### src/rtl/button_conditioner_pkg.sv
// Shared constants and sizing helpers for the pushbutton front end.
// The default sample divider gives a 1 kHz debounce tick from the 16 MHz board clock.
package button_conditioner_pkg;

  localparam int unsigned BOARD_CLK_HZ       = 16_000_000;
  localparam int unsigned SAMPLE_HZ          = 1_000;
  localparam int unsigned DEFAULT_SAMPLE_DIV = BOARD_CLK_HZ / SAMPLE_HZ;

  // Bits needed to hold values 0..max_val, never less than one.
  function automatic int unsigned cnt_w(input int unsigned max_val);
    int unsigned w;
    w = $clog2(max_val + 1);
    return (w < 1) ? 1 : w;
  endfunction

endpackage

### src/rtl/button_conditioner_debounce_channel.sv
// One button channel: two-flop synchronizer, tick-driven debouncer and
// registered press/release edge pulses derived from the stable state.
module debounce_channel
  import button_conditioner_pkg::*;
#(
  parameter int unsigned DEBOUNCE_SAMPLES = 8
) (
  input  logic clk,
  input  logic reset,
  input  logic pin,
  input  logic tick,
  output logic level,
  output logic press_pulse,
  output logic release_pulse
);

  localparam int unsigned     DW   = cnt_w(DEBOUNCE_SAMPLES - 1);
  localparam logic [DW-1:0]   LAST = DW'(DEBOUNCE_SAMPLES - 1);

  logic          sync_a;
  logic          sync_b;
  logic          stable;
  logic          stable_q;
  logic [DW-1:0] count;

  always_ff @(posedge clk) begin
    if (reset) begin
      sync_a        <= 1'b0;
      sync_b        <= 1'b0;
      stable        <= 1'b0;
      stable_q      <= 1'b0;
      count         <= '0;
      press_pulse   <= 1'b0;
      release_pulse <= 1'b0;
    end else begin
      sync_a        <= pin;
      sync_b        <= sync_a;
      stable_q      <= stable;
      press_pulse   <= stable & ~stable_q;
      release_pulse <= ~stable & stable_q;
      // Any agreeing sample restarts the run, so short bounces never flip the state.
      if (tick) begin
        if (sync_b == stable) begin
          count <= '0;
        end else if (count == LAST) begin
          stable <= ~stable;
          count  <= '0;
        end else begin
          count <= count + 1'b1;
        end
      end
    end
  end

  assign level = stable;

endmodule

### src/rtl/button_conditioner.sv
// Pushbutton conditioning between board pins and the SoC core: debounced levels,
// press/release pulses, sticky IRQs with ack, and a channel-0 long-press reset request.
module button_conditioner
  import button_conditioner_pkg::*;
#(
  parameter int unsigned N_BTN            = 4,
  parameter int unsigned SAMPLE_DIV       = DEFAULT_SAMPLE_DIV,
  parameter int unsigned DEBOUNCE_SAMPLES = 8,
  parameter int unsigned HOLD_SAMPLES     = 2000,
  parameter int unsigned ACTIVE_LOW       = 0
) (
  input  logic             clk,
  input  logic             reset,
  input  logic [N_BTN-1:0] btn_raw,
  input  logic [N_BTN-1:0] irq_ack,
  output logic [N_BTN-1:0] btn_level,
  output logic [N_BTN-1:0] btn_press,
  output logic [N_BTN-1:0] btn_release,
  output logic [N_BTN-1:0] irq_req,
  output logic             cpu_reset_req
);

  localparam int unsigned      PW       = cnt_w(SAMPLE_DIV - 1);
  localparam logic [PW-1:0]    PRE_LAST = PW'(SAMPLE_DIV - 1);
  localparam int unsigned      HW       = cnt_w(HOLD_SAMPLES);
  localparam logic [HW-1:0]    HOLD_MAX = HW'(HOLD_SAMPLES);
  localparam logic [N_BTN-1:0] POL_MASK = (ACTIVE_LOW != 0) ? '1 : '0;

  logic [PW-1:0]    pre_cnt;
  logic             sample_tick;
  logic [N_BTN-1:0] pin_pressed;
  logic [HW-1:0]    hold_cnt;

  assign sample_tick = (pre_cnt == PRE_LAST);
  assign pin_pressed = btn_raw ^ POL_MASK;

  always_ff @(posedge clk) begin
    if (reset) begin
      pre_cnt <= '0;
    end else if (sample_tick) begin
      pre_cnt <= '0;
    end else begin
      pre_cnt <= pre_cnt + 1'b1;
    end
  end

  for (genvar i = 0; i < N_BTN; i++) begin : g_ch
    debounce_channel #(
      .DEBOUNCE_SAMPLES(DEBOUNCE_SAMPLES)
    ) u_ch (
      .clk          (clk),
      .reset        (reset),
      .pin          (pin_pressed[i]),
      .tick         (sample_tick),
      .level        (btn_level[i]),
      .press_pulse  (btn_press[i]),
      .release_pulse(btn_release[i])
    );
  end

  // A press in the same cycle as an ack wins, so a request is never dropped.
  always_ff @(posedge clk) begin
    if (reset) begin
      irq_req <= '0;
    end else begin
      irq_req <= btn_press | (irq_req & ~irq_ack);
    end
  end

  always_ff @(posedge clk) begin
    if (reset) begin
      hold_cnt      <= '0;
      cpu_reset_req <= 1'b0;
    end else begin
      cpu_reset_req <= btn_level[0] && (hold_cnt == HOLD_MAX);
      if (!btn_level[0]) begin
        hold_cnt <= '0;
      end else if (sample_tick && (hold_cnt != HOLD_MAX)) begin
        hold_cnt <= hold_cnt + 1'b1;
      end
    end
  end

endmodule

### config.mk
export PLATFORM = sky130hd
export DESIGN_NAME = button_conditioner
export DESIGN_NICKNAME = d
export VERILOG_FILES = /design/src/rtl/button_conditioner_pkg.sv /design/src/rtl/button_conditioner_debounce_channel.sv /design/src/rtl/button_conditioner.sv
export SDC_FILE = /design/constraint.sdc
export NUM_CORES = 1
export LEC_CHECK = 0
export CAP_MARGIN = 5
export CORE_MARGIN = 8
export CORE_UTILIZATION = 45
export DETAILED_ROUTE_END_ITERATION = 16
export GPL_ROUTABILITY_DRIVEN = 0
export PLACE_DENSITY = 0.65
export SLEW_MARGIN = 20
export SYNTH_ARGS = -nofsm -noshare
export SYNTH_HDL_FRONTEND = slang
export SYNTH_SLANG_ARGS = --single-unit
### constraint.sdc
create_clock -name clk -period 2.7 [get_ports clk]
set_input_delay 0.27 -clock clk [delete_from_list [all_inputs] [get_ports clk]]
set_output_delay 0.27 -clock clk [all_outputs]
set_load 0.01 [all_outputs]
==> metrics.yaml, run 1 <==
clocking:
  cts_root_buffer: "clkbuf_8"
  cts_hold_buf: 0
  cts_resized: 0
  cts_tree: "built"
  cts_buffer_depth: 2
  cts.sinks: 66
  clk_latency_ns: 0.34
  h-tree-depth: 3
  cts_buffers: 9
  post_cts_buffers: 0
  clkTransAtPathRegs_ns: 0.07
placed_design:
  hpwl_um: 3210
  port_buffers: 26
pwr:
  power.density_nw_per_um2: 604
  max-vdd-ir-drop_v: 0.000313
  p_leak_nw: 1.17
  p_total_mw: 1.92
min_path:
  hold_start: "g_ch[3].u_ch.stable_q$_SDFF_PP0_"
  hold_path_class: "reg2reg"
floorplanning:
  die_y_um: 93.7
  fp.dieArea_um2: 8780
  initial_core_util: 0.462
  core_area_um2: 5890
  dieWidth_um: 93.7
  rows: 28
  ioPinCount: 27
synth:
  synth_area_um2: 2720
  synth_cells: 302
  synth.avg_cell_area_um2: 9.00
  synth_xor_area_frac: 0.0516
  yosysSeqAreaShare: 0.486
  synthMuxAreaShare: 0.00368
  ys_types: 35
  ys_ff_latch: 66
  synthSimpleGateAreaFrac: 0.238
  yosysWarnings: 0
  synth_nets: 323
  synthAdderAreaFrac: 0.0506
  synth_compound_area_frac: 0.0944
  synth_top_family_by_area: "simple AND/OR/NAND/NOR gates"
grt:
  grt_util_met3: 0.0312
  grt_max_degree: 37
  grtUsageMet2: 0.194
  antenna_found_initial: 0
  grt_pass1_vias: 2002
  grt_util_all_layers: 0.119
  grt_first_pass_wirelength_um: 8460
  gr-usage-met1: 0.134
  grt-ovfl-total: 0
  busiest_layer: "met2"
flow_run:
  maxCapViolations: 0
worst_setup_path:
  r2r-start: "pre_cnt[0]$_SDFF_PP0_"
  cp_max_fo: 10
  reg2reg_slack_ns: 0.45
  critPathLaunch: "pre_cnt[0]$_SDFF_PP0_"
  critPathCapture: "hold_cnt[10]$_SDFFE_PP0P_"
  arrival_ns: 2.52
  critPathCaptureType: "register"
  cp-start-kind: "register"
  worstSetupPathType: "reg2reg"
  required_ns: 2.97
  rr_worst_depth: 5
  timing.rr.end: "hold_cnt[10]$_SDFFE_PP0P_"
timing:
  drv_slew: 0
  fmax_mhz: 444
  slew_headroom: 0.699
  min_period_over_period: 0.834
  period_minus_slack_ns: 2.25
  final_hold_viol_count: 0
  worst-slew-pin-transition_ns: 0.451
  fin_skew_ns: 0.00660
  rsz0062_at_grt: "no"
  final.setup.tns_ns: 0
  finalSetupViolations: 0
routing:
  routed_via_density: 5.07
  vias: 2014
  drtPass1Iterations: 4
  wirelength_um: 4740
  wl_per_cell_um: 11.9
  postRouteAntennaNets: 0
  post-route-drc-count: 0
  drt_iter0_markers: 72
layout:
  regMostFlops: "pre_cnt"
  area_delta_synth_final_pct: 17.1
  nNetsFinal: 339
  largest_register_ffs: 14
  top_regs: "pre_cnt (14), g_ch.u_ch.count (12), hold_cnt (11)"
  drive_gt1_frac: 0.0652
  n_antenna_cell: 0
run_status:
  status: "finished, final reports clean"
==> metal layers <==
layer / vias to the layer above / wire [um] / part of all wire
li1: 1055 / - / -
met1: 921 / 2240 / 0.47
met2: 30 / 2180 / 0.46
met3: 8 / 201 / 0.042
met4: 0 / 110 / 0.023
met5: - / 0 / 0
==> cells by family (layout without fill, tap and decap cells) <==
group           after synthesis  in the layout
xor+xnor                     16             16
mux                           1              1
compound gates               45             45
fa+ha+maj                    11             11
buf+inv                      42             62
flops                        66             66
simple gates                121            121
==> metrics by stage <==
step            util  hold slack (ns)  std cells  cell area, um2  setup slack (ns)
4_1_cts        0.541            0.406        397            3180             0.434
3_5_place_dp   0.504            0.396        382            2970             0.442
2_1_floorplan      -            0.383        302            2720             0.686
3_3_place_gp   0.504            0.390        382            2970             0.520
6_report       0.541            0.404        397            3180             0.449
5_1_grt        0.541            0.433        397            3180             0.248
==> synthesized netlist by cell type, drive strengths merged <==
master	instances	area, um2
nor2	27	101
or4	5	37.5
ha	11	138
o311ai	1	8.76
nor2b	15	93.8
inv	17	63.8
nand3b	3	22.5
a31oi	2	12.5
clkbuf	9	33.8
buf	16	109
dfxtp	66	1320
nand3	19	95.1
a41o	2	20.0
nor4	3	18.8
nor4b	1	8.76
and4	3	26.3
a21oi	27	135
xor2	4	35.0
nand2b	2	12.5
nand4	7	43.8
or3	2	12.5
nand4b	2	17.5
and2	3	18.8
mux2i	1	10.0
nand2	18	67.6
nor3b	4	30.0
xnor2	12	105
o41ai	1	8.76
o31ai	3	22.5
nor3	4	20.0
and3	3	18.8
o21ai	8	40.0
a31o	1	8.76
==> where the power goes <==
group	internal (mW)	leakage [nW]	switching (mW)	total (mW)
combinational	0.0209	0.528	0.0198	0.0407
clock	0.538	0.112	0.355	0.892
sequential	0.983	0.534	0.00565	0.988
total	1.54	1.17	0.380	1.92
==> worst min path at each step <==
| stage | slack [ns] | cells after the start | endpoint |
|---|---|---|---|
| 6_report | 0.40 | 1 | g_ch[3].u_ch.press_pulse$_SDFF_PP0_ |
| 5_1_grt | 0.43 | 1 | g_ch[0].u_ch.press_pulse$_SDFF_PP0_ |
| 4_1_cts | 0.41 | 1 | g_ch[3].u_ch.press_pulse$_SDFF_PP0_ |
| 3_5_place_dp | 0.40 | 1 | g_ch[0].u_ch.press_pulse$_SDFF_PP0_ |
| 3_3_place_gp | 0.39 | 1 | g_ch[3].u_ch.press_pulse$_SDFF_PP0_ |
| 2_1_floorplan | 0.38 | 1 | g_ch[1].u_ch.press_pulse$_SDFF_PP0_ |
==> worst max-delay path, cell delays in order, from the launching register on <==
cell and delay, ns:
dfxtp_1 0.37, ha_1 0.22, nand4_1 0.27, or4_1 0.63, or4_1 0.55, a21oi_1 0.14
==> placed cells by master, fill, tap and decap left out, types with 5 or more instances in the layout <==
cell type	instances
nand4_1	7
xnor2_1	12
clkdlybuf4s50_1	26
nor2_1	27
o21ai_0	8
a21oi_1	27
nand3_1	19
nand2_1	18
nor2b_1	15
or4_1	5
ha_1	11
dfxtp_1	66
inv_1	17
clkbuf_8	10
==> area by class of cell <==
cell class | count | area (um2)
Clock buffer | 10 | 138
Timing Repair Buffer | 30 | 290
Multi-Input combinational cell | 194 | 1200
Tap cell | 75 | 93.8
Inverter | 17 | 63.8
Clock inverter | 5 | 78.8
Sequential cell | 66 | 1320
Fill cell | 543 | 2700
Note: power is estimated with default switching activity, not from simulation.
==> inputs of run 2 (changes only) <==
==> constraint.sdc (replaced) <==
create_clock -name clk -period 2.2 [get_ports clk]
set_input_delay 0.22 -clock clk [delete_from_list [all_inputs] [get_ports clk]]
set_output_delay 0.22 -clock clk [all_outputs]
set_load 0.01 [all_outputs]
==> metrics.yaml, run 2 (synthesized netlist as in run 1, its figures left out) <==
clocking:
  post_cts_buffers: 0
  h-tree-depth: 3
  cts_hold_buf: 0
  cts_buffer_depth: 2
  cts_root_buffer: "clkbuf_8"
  cts.sinks: 66
  cts_tree: "built"
  clkTransAtPathRegs_ns: 0.07
  cts_resized: 0
  clk_latency_ns: 0.34
  cts_buffers: 9
timing:
  slew_headroom: 0.781
  min_period_over_period: 0.911
  final_hold_viol_count: 0
  fin_skew_ns: 0.00869
  drv_slew: 0
  hold_slack_ns: 0.408
  final.setup.tns_ns: 0
  worst-slew-pin-transition_ns: 0.324
  period_minus_slack_ns: 2.00
  finalSetupViolations: 0
  fmax_mhz: 499
  rsz0062_at_grt: "no"
routing:
  postRouteAntennaNets: 0
  vias: 2016
  wl_per_cell_um: 11.7
  drtPass1Iterations: 4
  wirelength_um: 4710
  routed_via_density: 5.00
  post-route-drc-count: 0
  drt_iter0_markers: 42
layout:
  n_antenna_cell: 0
  area_delta_synth_final_pct: 19.0
  finalCoreUtilization: 0.550
  final_common_cell: "dfxtp_1"
  drive_gt1_frac: 0.0793
  top_regs: "pre_cnt (14), g_ch.u_ch.count (12), hold_cnt (11)"
  largest_register_ffs: 14
  final_cell_mix: "66 x dfxtp_1, 27 x a21oi_1, 27 x nor2_1, 26 x clkdlybuf4s50_1, 19 x nand3_1"
  nNetsFinal: 344
  regMostFlops: "pre_cnt"
worst_setup_path:
  crit_chain: "ha_1 > nand4_1 > or4_1 > or4_1 > a21oi_1"
  cp-start-kind: "register"
  required_ns: 2.47
  critPathCaptureType: "register"
  cp_max_fo: 4
  slowest_stage: "or4_1"
  cp_slowest_stage_delay_ns: 0.53
  worst_path_most_repeated_cell: "or4_1"
  worstSetupPathType: "reg2reg"
  arrival_ns: 2.27
floorplanning:
  fp.dieArea_um2: 8780
  initial_core_util: 0.462
  ioPinCount: 27
  core_area_um2: 5890
  dieWidth_um: 93.7
  die_y_um: 93.7
  rows: 28
grt:
  grt_max_degree: 25
  grt-ovfl-total: 0
  grt_pass1_vias: 1913
  grt_util_all_layers: 0.117
  antenna_found_initial: 0
  grt_first_pass_wirelength_um: 8250
run_status:
  status: "finished, final reports clean"
min_path:
  hold_path_class: "reg2reg"
flow_run:
  maxCapViolations: 0
placed_design:
  hpwl_um: 3270
  port_buffers: 26
pwr:
  max-vdd-ir-drop_v: 0.000447
  p_leak_nw: 1.19
  power.density_nw_per_um2: 731
-- run 2: routing by layer --
metal | global-route usage | up-vias | part of all wire
met2 | 0.185 | 34 | 0.45
met3 | 0.0408 | 8 | 0.040
li1 | - | 1067 | -
met1 | 0.137 | 907 | 0.49
met4 | 0.0634 | 0 | 0.018
met5 | 0 | - | 0
-- run 2: critical path, delay by kind of cell, from the launching register on --
kind / cells / cell delay [ns]
compound gates: 1 / 0.15
fa+ha+maj: 1 / 0.22
flops: 1 / 0.37
simple gates: 3 / 1.21
-- run 2: area by class of cell --
type | count | area, um2
repair buffers | 35 | 340
well taps | 75 | 93.8
fillers | 534 | 2650
multi-input cells | 194 | 1200
inverters | 17 | 63.8
clock inverters | 6 | 91.3
clock buffers | 10 | 128
flip-flops and latches | 66 | 1320
-- run 2: power breakdown --
part           total, mW  switching (mW)  internal, mW
Sequential          1.21         0.00733          1.21
Combinational     0.0533          0.0253        0.0281
Clock               1.10           0.459         0.640
-- run 2: final timing paths --
path | from | to | slack, ns | cells after the start
setup reg to reg | pre_cnt[0]$_SDFF_PP0_ | hold_cnt[10]$_SDFFE_PP0P_ | 0.20 | 5
setup / recovery | pre_cnt[0]$_SDFF_PP0_ | hold_cnt[10]$_SDFFE_PP0P_ | 0.20 | 5
hold reg to reg | g_ch[0].u_ch.stable_q$_SDFF_PP0_ | g_ch[0].u_ch.press_pulse$_SDFF_PP0_ | 0.41 | 1
hold / removal | g_ch[0].u_ch.stable_q$_SDFF_PP0_ | g_ch[0].u_ch.press_pulse$_SDFF_PP0_ | 0.41 | 1
-- run 2: through the flow --
step,worst slack (ns),std cells,total power [mW],instance area [um2]
finish,0.195,403,2.36,3230
global route,0.0456,403,2.46,3230
CTS,0.180,403,2.40,3230
detailed placement,0.200,387,1.29,3020
global placement,0.252,387,1.29,3020
floorplan,0.186,302,1.27,2720
